===== src/rtl/synth_env_pkg.sv =====
// Shared types and constants for the synth envelope stage.
package synth_env_pkg;

    typedef enum logic [2:0] {
        IDLE    = 3'd0,
        ATTACK  = 3'd1,
        DECAY   = 3'd2,
        SUSTAIN = 3'd3,
        RELEASE = 3'd4
    } env_state_t;

    localparam logic [7:0] MIDPOINT = 8'd128;

endpackage


===== src/rtl/env_scaler.sv =====
// Combinational amplitude scaler: multiplies the offset-binary sample about its
// midpoint by the envelope level (level/256) and re-biases the result.
module env_scaler
    import synth_env_pkg::*;
(
    input  logic [7:0] sample_i,
    input  logic [7:0] level_i,
    output logic [7:0] sample_o
);

    logic signed [8:0]  s;
    logic signed [16:0] s_ext;
    logic signed [16:0] l_ext;
    logic signed [16:0] p;

    assign s     = $signed({1'b0, sample_i}) - $signed({1'b0, MIDPOINT});
    assign s_ext = {{8{s[8]}}, s};
    assign l_ext = $signed({9'd0, level_i});
    assign p     = s_ext * l_ext;

    // Arithmetic shift floors; the biased result is always 0..254.
    assign sample_o = 8'((p >>> 8) + 17'sd128);

endmodule


===== src/rtl/env_adsr.sv =====
// ADSR envelope: gate edge detect, tick prescaler, envelope FSM and a
// registered, envelope-scaled copy of the waveshaper sample.
module env_adsr
    import synth_env_pkg::*;
#(
    parameter int TICK_DIV      = 16,
    parameter int ATTACK_STEP   = 8,
    parameter int DECAY_STEP    = 2,
    parameter int SUSTAIN_LEVEL = 160,
    parameter int RELEASE_STEP  = 4
) (
    input  logic       clk,
    input  logic       n_rst,
    input  logic       en,
    input  logic       gate,
    input  logic       tick,
    input  logic [7:0] sample_i,
    output logic [7:0] sample_o,
    output logic [7:0] env_level,
    output logic [2:0] env_state,
    output logic       busy
);

    localparam logic [7:0] TICK_LAST = 8'(TICK_DIV - 1);
    localparam logic [8:0] ATK9      = 9'(ATTACK_STEP);
    localparam logic [8:0] DEC9      = 9'(DECAY_STEP);
    localparam logic [8:0] REL9      = 9'(RELEASE_STEP);
    localparam logic [7:0] SUS8      = 8'(SUSTAIN_LEVEL);

    env_state_t state_q, state_d;
    logic [7:0] level_q, level_d;
    logic [7:0] presc_q, presc_d;
    logic [7:0] sample_q;
    logic [7:0] scaled;
    logic       gate_q;
    logic       arm_q;
    logic       busy_q;

    logic       rise, fall, step, trans;
    logic [8:0] sum9, diff_dec9, diff_rel9;

    // A gate held across enable/reset must be seen low before it can retrigger.
    assign rise = gate & ~gate_q & arm_q;
    assign fall = ~gate & gate_q;
    assign step = tick & (presc_q == TICK_LAST);

    assign sum9      = {1'b0, level_q} + ATK9;
    assign diff_dec9 = {1'b0, level_q} - DEC9;
    assign diff_rel9 = {1'b0, level_q} - REL9;

    always_comb begin
        state_d = state_q;
        level_d = level_q;
        trans   = 1'b0;
        if (rise) begin
            state_d = ATTACK;
            trans   = 1'b1;
        end else if (fall && (state_q == ATTACK || state_q == DECAY || state_q == SUSTAIN)) begin
            state_d = RELEASE;
            trans   = 1'b1;
        end else if (step) begin
            case (state_q)
                ATTACK: begin
                    if (sum9 >= 9'd255) begin
                        level_d = 8'd255;
                        state_d = DECAY;
                    end else begin
                        level_d = sum9[7:0];
                    end
                end
                DECAY: begin
                    if (diff_dec9[8] || diff_dec9[7:0] <= SUS8) begin
                        level_d = SUS8;
                        state_d = SUSTAIN;
                    end else begin
                        level_d = diff_dec9[7:0];
                    end
                end
                RELEASE: begin
                    if (diff_rel9[8] || diff_rel9[7:0] == 8'd0) begin
                        level_d = 8'd0;
                        state_d = IDLE;
                    end else begin
                        level_d = diff_rel9[7:0];
                    end
                end
                IDLE:    level_d = 8'd0;
                default: level_d = level_q;
            endcase
        end
    end

    always_comb begin
        presc_d = presc_q;
        if (trans) begin
            presc_d = 8'd0;
        end else if (tick) begin
            presc_d = step ? 8'd0 : presc_q + 8'd1;
        end
    end

    env_scaler u_scaler (
        .sample_i (sample_i),
        .level_i  (level_q),
        .sample_o (scaled)
    );

    always_ff @(posedge clk) begin
        if (!n_rst || !en) begin
            state_q  <= IDLE;
            level_q  <= 8'd0;
            presc_q  <= 8'd0;
            gate_q   <= 1'b0;
            arm_q    <= 1'b0;
            busy_q   <= 1'b0;
            sample_q <= MIDPOINT;
        end else begin
            state_q  <= state_d;
            level_q  <= level_d;
            presc_q  <= presc_d;
            gate_q   <= gate;
            arm_q    <= arm_q | ~gate;
            busy_q   <= (state_d != IDLE);
            sample_q <= scaled;
        end
    end

    assign sample_o  = sample_q;
    assign env_level = level_q;
    assign env_state = state_q;
    assign busy      = busy_q;

endmodule

===== config.mk =====
export PLATFORM = sky130hd
export DESIGN_NAME = env_adsr
export DESIGN_NICKNAME = d
export VERILOG_FILES = /design/src/rtl/synth_env_pkg.sv /design/src/rtl/env_scaler.sv /design/src/rtl/env_adsr.sv
export SDC_FILE = /design/constraint.sdc
export NUM_CORES = 1
export LEC_CHECK = 0
export BUFFER_PORTS_ARGS = -buffer_cell sky130_fd_sc_hd__buf_2
export CAP_MARGIN = 10
export CORE_AREA = 2 2 106 108
export CTS_CLUSTER_SIZE = 24
export DETAILED_ROUTE_END_ITERATION = 10
export DIE_AREA = 0 0 108 110
export GPL_TIMING_DRIVEN = 0
export SYNTH_ARGS = -nofsm -noshare
export SYNTH_HDL_FRONTEND = slang
export SYNTH_SLANG_ARGS = --single-unit
export TNS_END_PERCENT = 100

===== constraint.sdc =====
create_clock -name clk -period 4.6 [get_ports clk]
set_input_delay 0.92 -clock clk [delete_from_list [all_inputs] [get_ports clk]]
set_output_delay 0.92 -clock clk [all_outputs]
set_load 0.03 [all_outputs]

# == After elaboration in Yosys (flattened, before gate mapping) ==
# Cells that the tools add are included.
# totals
regBits,30
wordCells,58
# op_classes
add_sub_neg,6
n_mul,1
n_lt_le_gt_ge,2
eq_ne,5
muxes,14
bitwise_logic,9
reduce_logical,14
# op_table
operator,count
8-bit two-way mux,4
8-bit one-hot mux with 4 select lines,1
3-bit two-way mux,6
9-bit by 9-bit multiplier with 16-bit output,1
"8-bit by 4-bit adder with 9-bit output, second input constant",1
"9-bit by 8-bit >= comparator with 1-bit output, second input constant",1
3-bit one-hot mux with 3 select lines,1
"8-bit by 2-bit subtractor with 9-bit output, second input constant",1
"8-bit by 3-bit subtractor with 9-bit output, second input constant",1
"8-bit by 8-bit subtractor with 9-bit output, second input constant",1
"8-bit by 1-bit adder with 8-bit output, second input constant",1
"8-bit adder, second input constant",1
"8-bit by 4-bit equality test with 1-bit output, second input constant",1
"8-bit <= comparator, second input constant",1
8-bit zero test,1
"3-bit by 2-bit equality test with 1-bit output, second input constant",2
1-bit logical OR,5
1-bit bitwise AND,4
1-bit NOT,4
4-bit AND reduction,1
4-bit nonzero test,1
"3-bit by 1-bit equality test with 1-bit output, second input constant",1
"3-bit equality test, second input constant",1
3-bit zero test,1
6 further kinds,8

# == Depth between registers and ports, before layout ==
# Gate-level depths: netlist of the first run.
# depth
ltp_word,9
mapped_depth,19

# == By module ==
# Synthesis of the first run repeated with hierarchy kept, for this count alone.
# unflattened
cells_unflattened,470
area_unflattened_um2,4162.7
# modules_own_cells
module,n_inst,cells_each,area_per_inst_um2,seq_area_each_um2
env_scaler,1,264,2332.2,0.0
env_adsr,1,206,1830.5,600.6

# == Least setup slack after synthesis of the first run ==
# OpenSTA, ideal clock, no wires.
# synth_timing
path_type,input -> register
from,in sample_i[7]
to,reg sample_q[7] (netlist: sample_o[7])
setup_ns,0.072
arrival_time_ns,4.862
path_slack_ns,-0.334
path_stages,17
path_cell_list,nand2b_1 > inv_1 > fa_1 > inv_1 > fa_1 > inv_1 > fa_1 > inv_1 > fa_1 > inv_1 > ha_1 > a21o_1 > a21oi_1 > a2bb2oi_1 > o211ai_1 > a21oi_1 > mux2i_1
# synth_between
elab_chain_len,3
# synth_lines
item,line_no,rtl
from (decl),env_adsr.sv:17,"input logic [7:0] sample_i,"
8-bit by 8-bit subtractor with 9-bit output,env_scaler.sv:16,"assign s = $signed({1'b0, sample_i}) - $signed({1'b0, MIDPOINT});"
9-bit by 9-bit multiplier with 16-bit output,env_scaler.sv:19,assign p = s_ext * l_ext;
8-bit adder,env_scaler.sv:22,assign sample_o = 8'((p >>> 8) + 17'sd128);
to (signal assigned),env_adsr.sv:124,sample_q <= scaled;
to (decl),env_adsr.sv:33,logic [7:0] sample_q;
# Every way passes these cells.
# A chain may end at the register's enable or synchronous reset.

# == Final worst setup path of the first run ==
# layout_timing
from,in sample_i[7]
to,reg sample_q[6] (netlist: sample_o[6])
# Same word-level chain as after synthesis.

==> summary.txt, run 1 <==
Run status
  – Status: complete, but fails checks
  – Violated checks: negative setup slack

Cells and area
  – Fill cells: 1,074
  – Synth-to-Final Area Change: 16.1%
  – Commonest non-fill, non-tap cell in the layout: inv_1
  – # nets final: 633
  – Most frequent cells in the layout: inv_1, fa_1, and2_1
  – Antenna cells: 0
  – Layout cells sized above 1: 0.204
  – Fin area: 4880 um^2
  – Final design utilization: 0.456

CTS
  – CTS Hold Bufs: 0
  – TritonCTS clock tree: done
  – Root buf cell: clkbuf_8
  – Clock latency on the worst-skew pair: 300 ps
  – Htree depth: 2
  – Longest Clk Path Bufs: 2
  – Num CTS Buffers: 5
  – Clk slew on worst S/H paths: 80 ps
  – # clock sinks: 30

Routing
  – DR WL met3: 384 um
  – Wl on met1: 4280 um
  – Drt via density: 5.08
  – Post-Route WL: 9600 um
  – Pre-Repair DR Iteration Count: 5
  – Vias: 3,421
  – Met2 WL: 4730 um
  – Top sig layer: met4
  – Detailed-route wire length per cell: 14.2 um
  – # DRC: 0
  – DR iter-0 viols: 201
  – Remaining antenna violation count: 0

Floorplanning
  – Initial Util: 0.393
  – Num ports: 33
  – Row count: 38
  – Die ar.: 11,900 um^2
  – Die width: 108 um
  – Core footprint: 10,700 um^2
  – Die H: 110 um

Global route
  – Global-route usage over all layers: 0.173
  – Remaining Overflow, GRT: 0
  – Largest net degree at the start of global routing: 20
  – Initial antenna violation count: 0
  – Vias in the first global route: 3,468
  – First-pass GRT wire length: 16,200 um

Place
  – Final HPWL DP: 7580 um
  – Cell Area, Placed: 4580 um^2
  – GPL Wtd Cong: 0.929
  – IO Port Bufs: 32

Critical path
  – CP Capture Type: flip-flop
  – Startpoint Class: primary input
  – CP Class: in2reg
  – CP Launch Point: sample_i[7]
  – Worst EP required: 4760 ps
  – FF-to-FF Start: env_level[5]
  – Worst Path Arrival: 4800 ps
  – Worst-path fanout max: 8

Yosys
  – Sequential share of the synthesized area: 0.143
  – Mapped Nets: 589
  – Simple-gate share of the synthesized area: 0.203
  – EDFF count, synth: 0
  – Mean Syn Cell Area: 8.59 um^2
  – Synth cell types: 63
  – Synth Area in Adders: 0.350
  – #FFs+latches synth: 30
  – Mux contribution to synthesized area: 0.00715
  – Async S/R FF share, synth: 0
  – Compound-Gate Fraction of Synth Area: 0.140
  – Mapped Cells: 489
  – Yosys warns: 0
  – Largest family of logic cells by synthesized area: adder cells
  – Xor/xnor share of the synthesized area: 0.0584
  – Ys flop type: dfxtp_1
  – Syn Std Cell Area: 4200 um^2

Power and ir drop
  – P_leak: 2.28 nW
  – Power, Total: 0.000537 W
  – Pwr Density: 110 nW/um^2
  – Maximum vdd drop: 0.000106 V

STA
  – Final setup vio count: 2
  – Final period utilization: 1.01
  – RSZ-0062 raised after global routing: yes
  – Post-route setup TNS: -42.7 ps
  – Max_slew headroom: 0.463
  – Pin slew with the least headroom to its limit: 800 ps
  – Worst hold slack: 453 ps
  – Slew Limit Fails: 0
  – Final WS setup: -33.4 ps
  – Clk_skew: 8.26 ps
  – Min Tclk post-route: 4630 ps
  – Final hold vios: 0
  – Max frequency: 216 MHz

Worst hold path
  – Worst Min Path Start: arm_q
  – Worst min-delay path class: reg2reg

Run
  – Max-cap violations: 0
state kept, by name, indices dropped and copies added (netlist names):
register   count
env_level      8
presc_q        8
sample_o       8
env_state      3
arm_q          1
busy           1
gate_q         1
metrics by stage:
stage          instances  worst slack, ps
2_1_floorplan        489            -24.1
3_3_place_gp         661             -550
3_5_place_dp         661             -611
4_1_cts              671            -64.8
5_1_grt              674             -211
6_report             674            -33.4
metal layers:
layer,global-route usage,vias up
met5,0,-
met4,0.0614,0
met3,0.0218,14
met2,0.288,75
met1,0.233,1655
li1,-,1677
power by group:
part	switching (W)	total [W]	internal (W)	leakage (nW)
combinational	0.0000212	0.0000347	0.0000135	1.99
sequential	0.000000950	0.000262	0.000261	0.244
clock	0.000119	0.000240	0.000120	0.0472
total	0.000142	0.000537	0.000395	2.28
logic make-up (layout without fill, tap and decap cells):
group | Yosys count | in the layout
and+or+nand+nor | 161 | 161
muxes | 3 | 3
buffers and inverters | 105 | 150
AOI/OAI and AO/OA | 75 | 75
xor gates and xnor gates | 28 | 28
DFF | 30 | 30
adders and majority gates | 87 | 87
worst max-delay path, stage by stage:
cell       delay [ps]
buf_4             150
nand2b_4          160
inv_4              70
fa_2              460
buf_4             160
fa_1              530
inv_1             100
fa_1              530
fa_1              540
inv_1              40
ha_1              350
nand2_2           130
a2bb2oi_2         140
o211ai_1          150
buf_4             180
xnor2_2           130
nor2_1             50
cell type report:
| cell class | count | area (um^2) | area share |
|---|---|---|---|
| Multi-Input combinational cell | 354 | 3330 | 0.683 |
| Sequential cell | 30 | 604 | 0.124 |
| Inverter | 86 | 325 | 0.0667 |
| Timing Repair Buffer | 41 | 264 | 0.0541 |
| Tap cell | 140 | 175 | 0.0359 |
| Buffer | 15 | 83.8 | 0.0172 |
| Clock buffer | 6 | 82.6 | 0.0169 |
| Clock inverter | 2 | 12.5 | 0.00257 |
synth_stat cells, types with 2 or more instances:
| cell | n | area share |
|---|---|---|
| nor4bb_1 | 2 | 0.0048 |
| dfxtp_1 | 30 | 0.14 |
| clkbuf_1 | 11 | 0.0098 |
| o221ai_1 | 2 | 0.0042 |
| nand3_1 | 8 | 0.0095 |
| o2111ai_1 | 3 | 0.0063 |
| nor3_1 | 8 | 0.0095 |
| or2_1 | 2 | 0.0030 |
| and2_1 | 39 | 0.058 |
| o211ai_1 | 4 | 0.0071 |
| a211oi_2 | 2 | 0.0060 |
| ha_1 | 36 | 0.11 |
| fa_1 | 51 | 0.24 |
| nor2b_1 | 2 | 0.0030 |
| and3_1 | 6 | 0.0089 |
| nor2_1 | 32 | 0.029 |
| o31ai_1 | 3 | 0.0054 |
| o21a_1 | 5 | 0.0089 |
| xor2_1 | 8 | 0.017 |
| a21oi_1 | 14 | 0.017 |
| buf_2 | 6 | 0.0071 |
| and4_1 | 3 | 0.0063 |
| o32ai_1 | 3 | 0.0063 |
| inv_1 | 86 | 0.077 |
| a21o_1 | 3 | 0.0054 |
| xnor2_1 | 20 | 0.042 |
| nand2_1 | 36 | 0.032 |
| a2bb2oi_1 | 2 | 0.0042 |
| nand2b_1 | 7 | 0.010 |
| nor2_2 | 2 | 0.0030 |
| mux2i_1 | 3 | 0.0071 |
| o21ai_0 | 12 | 0.014 |
| o211a_1 | 2 | 0.0048 |
| or3_1 | 3 | 0.0045 |
| nand4_1 | 3 | 0.0045 |
| a31oi_1 | 3 | 0.0045 |
repair_timing:
item / 4_1_cts / 5_1_grt
resized for setup: 28 / 11
endpoints found under the hold margin: 0 / 0
pin swaps: 11 / 4
cloned: 0 / 0
buffers inserted: 6 / 3
setup endpoints to repair: 6 / 6
path summary, 6_finish.rpt:
kind | to | slack [ps] | cells after the start
setup / recovery | sample_o[6] | -30 | 17
hold reg to reg | arm_q | 450 | 2
hold / removal | arm_q | 450 | 2
setup reg to reg | sample_o[6] | 20 | 19
Power figures use the tool's default switching activity.
==> inputs of run 2 (changes only) <==
--- a/config.mk
+++ b/config.mk
@@ -12,6 +12,7 @@
 export DETAILED_ROUTE_END_ITERATION = 10
 export DIE_AREA = 0 0 108 110
 export GPL_TIMING_DRIVEN = 0
+export SETUP_SLACK_MARGIN = 0.15
 export SYNTH_ARGS = -nofsm -noshare
 export SYNTH_HDL_FRONTEND = slang
 export SYNTH_SLANG_ARGS = --single-unit
==> summary.txt, run 2 (synthesis gave the netlist of run 1 again) <==
Cells and area
  – Layout cells sized above 1: 0.212
  – # nets final: 633
  – Fill cells: 1,078
  – Antenna cells: 0
  – Commonest non-fill, non-tap cell in the layout: inv_1
  – Most frequent cells in the layout: inv_1, fa_1, and2_1, nand2_1, buf_2
  – Cell Count, Final, Fillers Out: 674
  – Fin area: 4920 um^2
  – Multi-input combinational cell area: 3360 um^2
  – Register area: 604 um^2
  – Synth-to-Final Area Change: 17.2%

Worst hold path
  – Worst min-delay path class: reg2reg

Floorplanning
  – Die ar.: 11,900 um^2
  – Die H: 110 um
  – Core footprint: 10,700 um^2
  – Die width: 108 um
  – Num ports: 33
  – Initial Util: 0.393
  – Row count: 38

Global route
  – Remaining Overflow, GRT: 0
  – First-pass GRT wire length: 16,200 um
  – Global-route usage over all layers: 0.173
  – Initial antenna violation count: 0
  – Largest net degree at the start of global routing: 20
  – Vias in the first global route: 3,435

Critical path
  – CP Capture Type: flip-flop
  – Crit path cell chain: buf_12 > nand2b_4 > inv_4 > fa_2 > inv_2 > fa_1 > inv_1 > fa_1 > inv_2 > fa_1 > inv_2 > ha_4 > a21o_1 > a21oi_2 > a2bb2oi_2 > o211ai_1 > buf_4 > a21oi_4 > mux2i_1
  – CP Launch Point: sample_i[7]
  – Critical path's top delay family: adder cells
  – FF-to-FF Start: env_level[3]
  – Cells on worst reg2reg path: 17
  – Critical register-to-register path endpoint: sample_o[7]
  – Bufs and invs on worst path: 7
  – CP Class: in2reg
  – Worst-path fanout max: 8
  – Slowest cell on the critical path: fa_2
  – Reg2reg setup slack: 60 ps
  – Worst setup path endpoint: sample_o[7]
  – Worst EP required: 4820 ps
  – Worst Path Arrival: 4850 ps
  – Stages on worst setup path: 19
  – Crit path largest cell delay: 620 ps
  – Startpoint Class: primary input

CTS
  – Clk slew on worst S/H paths: 70 ps
  – # clock sinks: 30
  – Clock latency on the worst-skew pair: 290 ps
  – Longest Clk Path Bufs: 2
  – Htree depth: 2
  – Num CTS Buffers: 5
  – TritonCTS clock tree: done
  – CTS Hold Bufs: 0
  – Root buf cell: clkbuf_8

Routing
  – Remaining antenna violation count: 0
  – Detailed-route wire length per cell: 14.2 um
  – Vias: 3,418
  – Drt via density: 5.07
  – DR iter-0 viols: 129
  – # DRC: 0
  – Pre-Repair DR Iteration Count: 4
  – Post-Route WL: 9600 um

STA
  – Final hold vios: 0
  – Clk_skew: 8.32 ps
  – Final setup vio count: 1
  – Final WS setup: -26.6 ps
  – Post-route setup TNS: -26.6 ps
  – Min Tclk post-route: 4630 ps
  – Pin slew with the least headroom to its limit: 855 ps
  – Slew Limit Fails: 0
  – Max_slew headroom: 0.426
  – Max frequency: 216 MHz
  – RSZ-0062 raised after global routing: yes
  – Final period utilization: 1.01

Power and ir drop
  – P_leak: 2.30 nW
  – Clk network pwr share: 0.446
  – Pwr Density: 109 nW/um^2
  – Pint: 0.000396 W
  – Maximum vdd drop: 0.000100 V
  – Logic pwr share: 0.066
  – Sequential fraction of design power: 0.489
  – Sw power: 0.000140 W
  – Sw frac: 0.261

Place
  – IO Port Bufs: 32
  – Final HPWL DP: 7670 um
  – Cell Area, Placed: 4590 um^2
  – GPL Wtd Cong: 0.928
  – Placed Cells: 661

Run status
  – Status: complete, but fails checks
  – Violated checks: negative setup slack

Run
  – Max-cap violations: 0
[run 2: area by class of cell]
type / instances / area share
multi-input cells: 354 / 0.684
flip-flops and latches: 30 / 0.123
inverters: 86 / 0.0661
repair buffers: 40 / 0.0539
well taps: 140 / 0.0356
plain buffers: 16 / 0.0186
clock buffers: 6 / 0.0168
clock inverters: 2 / 0.00254
[run 2: power groups by stage]
stage / sequential, W / clock (W) / combinational (W)
floorplan: 0.000269 / 0 / 0.0000113
global placement: 0.000268 / 0 / 0.0000294
detailed placement: 0.000268 / 0 / 0.0000297
CTS: 0.000262 / 0.000252 / 0.0000342
global route: 0.000262 / 0.000258 / 0.0000392
finish: 0.000262 / 0.000239 / 0.0000352
[run 2: timing repair]
| item | CTS | global route |
|---|---|---|
| setup endpoints to repair | 7 | 6 |
| pin swaps | 16 | 14 |
| resized for setup | 32 | 16 |
| setup buffers | 5 | 3 |
[run 2: metrics by stage]
stage | utilization | hold slack, ps | worst slack (ps) | total power, W
finish | 0.460 | 453 | -26.6 | 0.000536
global route | 0.460 | 488 | -131 | 0.000559
floorplan | - | 430 | -15.3 | 0.000280
CTS | 0.450 | 455 | -72.0 | 0.000548
detailed placement | 0.429 | 444 | -603 | 0.000298
global placement | 0.429 | 439 | -538 | 0.000297
[run 2: worst min path at each step]
stage                      from    end  cells past startpoint  slack [ps]
final                     arm_q  arm_q                      2         450
after global routing      arm_q  arm_q                      2         490
after CTS                 arm_q  arm_q                      2         460
after detailed placement  arm_q  arm_q                      2         440
after global placement    arm_q  arm_q                      2         440
after floorplan           arm_q  arm_q                      2         430
[run 2: per-layer routing]
layer / global-route usage / wire length (um)
met1: 0.235 / 4440
met2: 0.285 / 4640
met3: 0.0241 / 375
met4: 0.0614 / 146
met5: 0 / 0
[run 2: tightest hold or removal path: cells and delay by family (launching register included)]
kind / cells / cell delay, ps
buffers and inverters: 1 / 50
AO/OA/AOI/OAI: 1 / 50
flip-flops: 1 / 310
==> inputs of run 3 (changes only) <==
--- a/config.mk
+++ b/config.mk
@@ -7,11 +7,12 @@
 export LEC_CHECK = 0
 export BUFFER_PORTS_ARGS = -buffer_cell sky130_fd_sc_hd__buf_2
 export CAP_MARGIN = 10
-export CORE_AREA = 2 2 106 108
+export CORE_AREA = 2 2 94 96
 export CTS_CLUSTER_SIZE = 24
 export DETAILED_ROUTE_END_ITERATION = 10
-export DIE_AREA = 0 0 108 110
+export DIE_AREA = 0 0 96 98
 export GPL_TIMING_DRIVEN = 0
+export PLACE_DENSITY = 0.71
 export SETUP_SLACK_MARGIN = 0.15
 export SYNTH_ARGS = -nofsm -noshare
 export SYNTH_HDL_FRONTEND = slang
==> summary.txt, run 3 (synthesis gave the netlist of run 1 again) <==
Run status
  – Status: complete, no violations

Cells and area
  – Register area: 604 um^2
  – Cell Count, Final, Fillers Out: 643
  – Fill cells: 747
  – Antenna cells: 0
  – # nets final: 634
  – Commonest non-fill, non-tap cell in the layout: inv_1
  – Most frequent cells in the layout: inv_1, fa_1, and2_1
  – Synth-to-Final Area Change: 16.6%
  – Multi-input combinational cell area: 3320 um^2
  – Final design utilization: 0.579
  – Fin area: 4900 um^2
  – Layout cells sized above 1: 0.200

CTS
  – Longest Clk Path Bufs: 2
  – TritonCTS clock tree: done
  – Root buf cell: clkbuf_8
  – Htree depth: 2
  – Clk slew on worst S/H paths: 70 ps
  – # clock sinks: 30
  – Clock latency on the worst-skew pair: 300 ps
  – Num CTS Buffers: 5

Routing
  – Detailed-route wire length per cell: 14.6 um
  – Pre-Repair DR Iteration Count: 4
  – Remaining antenna violation count: 0
  – Vias: 3,479
  – # DRC: 0
  – Post-Route WL: 9370 um
  – DR iter-0 viols: 212
  – Drt via density: 5.41

Critical path
  – Worst Path Arrival: 4790 ps
  – CP Capture Type: flip-flop
  – Worst EP required: 4820 ps
  – FF-to-FF Start: env_level[1]
  – CP Class: in2reg
  – Reg2reg setup slack: 130 ps
  – Critical register-to-register path endpoint: sample_o[7]
  – Startpoint Class: primary input
  – Worst-path fanout max: 8
  – Cells on worst reg2reg path: 16

Floorplanning
  – Row count: 34
  – Die H: 98 um
  – Die ar.: 9410 um^2
  – Num ports: 33
  – Initial Util: 0.496
  – Core footprint: 8470 um^2
  – Die width: 96 um

STA
  – Slew Limit Fails: 0
  – RSZ-0062 raised after global routing: yes
  – Max frequency: 219 MHz
  – Max_slew headroom: 0.524
  – Final period utilization: 0.994
  – Final WS setup: 28.8 ps
  – Min Tclk post-route: 4570 ps
  – Pin slew with the least headroom to its limit: 708 ps
  – Final hold vios: 0
  – Clk_skew: 15.2 ps
  – Final setup vio count: 0

Global route
  – Largest net degree at the start of global routing: 20
  – Global-route usage over all layers: 0.217
  – First-pass GRT wire length: 16,300 um
  – Remaining Overflow, GRT: 0
  – Initial antenna violation count: 0
  – Vias in the first global route: 3,514

Power and ir drop
  – Sw frac: 0.221
  – Maximum vdd drop: 0.000120 V
  – Power, Total: 0.000649 W
  – Logic pwr share: 0.052
  – Sequential fraction of design power: 0.404
  – Clk network pwr share: 0.544
  – Pwr Density: 133 nW/um^2
  – Sw power: 0.000143 W
  – Pint: 0.000506 W
  – P_leak: 2.33 nW

Place
  – IO Port Bufs: 32
  – Final HPWL DP: 7390 um
  – Cell Area, Placed: 4550 um^2
  – Dpl ws: -562 ps
  – Placed Cells: 629
  – GPL Wtd Cong: 0.908

Worst hold path
  – Worst Min Path Start: arm_q
  – Hold Path End: arm_q
  – Hold path cells: 2
  – Worst min-delay path class: reg2reg

Run
  – Max-cap violations: 0
## run 3: metal layers
metal,vias up,routed length [um],global-route usage,part of all wire
met3,9,449,0.0301,0.048
met5,-,0,0,0
met4,0,87,0.0451,0.0093
li1,1686,-,-,-
met2,74,4680,0.360,0.50
met1,1710,4150,0.303,0.44
## run 3: worst max path at each step
| stage | startpoint | to | slack, ps | depth (start not counted) |
|---|---|---|---|---|
| 2_1_floorplan | sample_i[7] | sample_o[7] | -20 | 17 |
| 3_3_place_gp | sample_i[7] | sample_o[7] | -530 | 18 |
| 3_5_place_dp | sample_i[7] | sample_o[7] | -560 | 18 |
| 4_1_cts | sample_i[7] | sample_o[7] | 10 | 16 |
| 5_1_grt | sample_i[7] | sample_o[7] | -130 | 16 |
| 6_report | sample_i[7] | sample_o[7] | 30 | 16 |
## run 3: through the flow
stage	hold slack (ps)	setup TNS [ps]
2_1_floorplan	430	-15.3
3_3_place_gp	439	-1810
3_5_place_dp	448	-2000
4_1_cts	459	0
5_1_grt	482	-469
6_report	458	0
## run 3: what timing repair did
action,4_1_cts,5_1_grt
buffers inserted,10,0
pin swaps,16,6
hold buffers,0,0
resized for setup,35,4
endpoints found under the setup margin,7,7
## run 3: worst max-delay path, cell delays in order
cell and delay (ps):
buf_8 110, nand2b_4 150, inv_4 70, fa_1 430, fa_1 540, fa_1 540
inv_1 50, fa_1 470, inv_1 50, ha_2 180, or3_1 310, a211o_1 300
o2111ai_4 110, o211ai_1 180, a21oi_2 190, mux2i_1 200
## run 3: final cells by class
cell class,count,area share
Multi-Input combinational cell,354,0.678
Sequential cell,30,0.123
Inverter,86,0.0664
Timing Repair Buffer,42,0.0570
Tap cell,108,0.0276
Buffer,15,0.0189
Clock buffer,6,0.0169
Clock inverter,2,0.0123
## run 3: power groups by stage
stage                     Clock [W]  Combinational, W  Sequential [W]
after floorplan                   0         0.0000113        0.000269
after global placement            0         0.0000285        0.000268
final                      0.000353         0.0000337        0.000262
after CTS                  0.000358         0.0000334        0.000262
after detailed placement          0         0.0000292        0.000268
after global routing       0.000371         0.0000366        0.000262
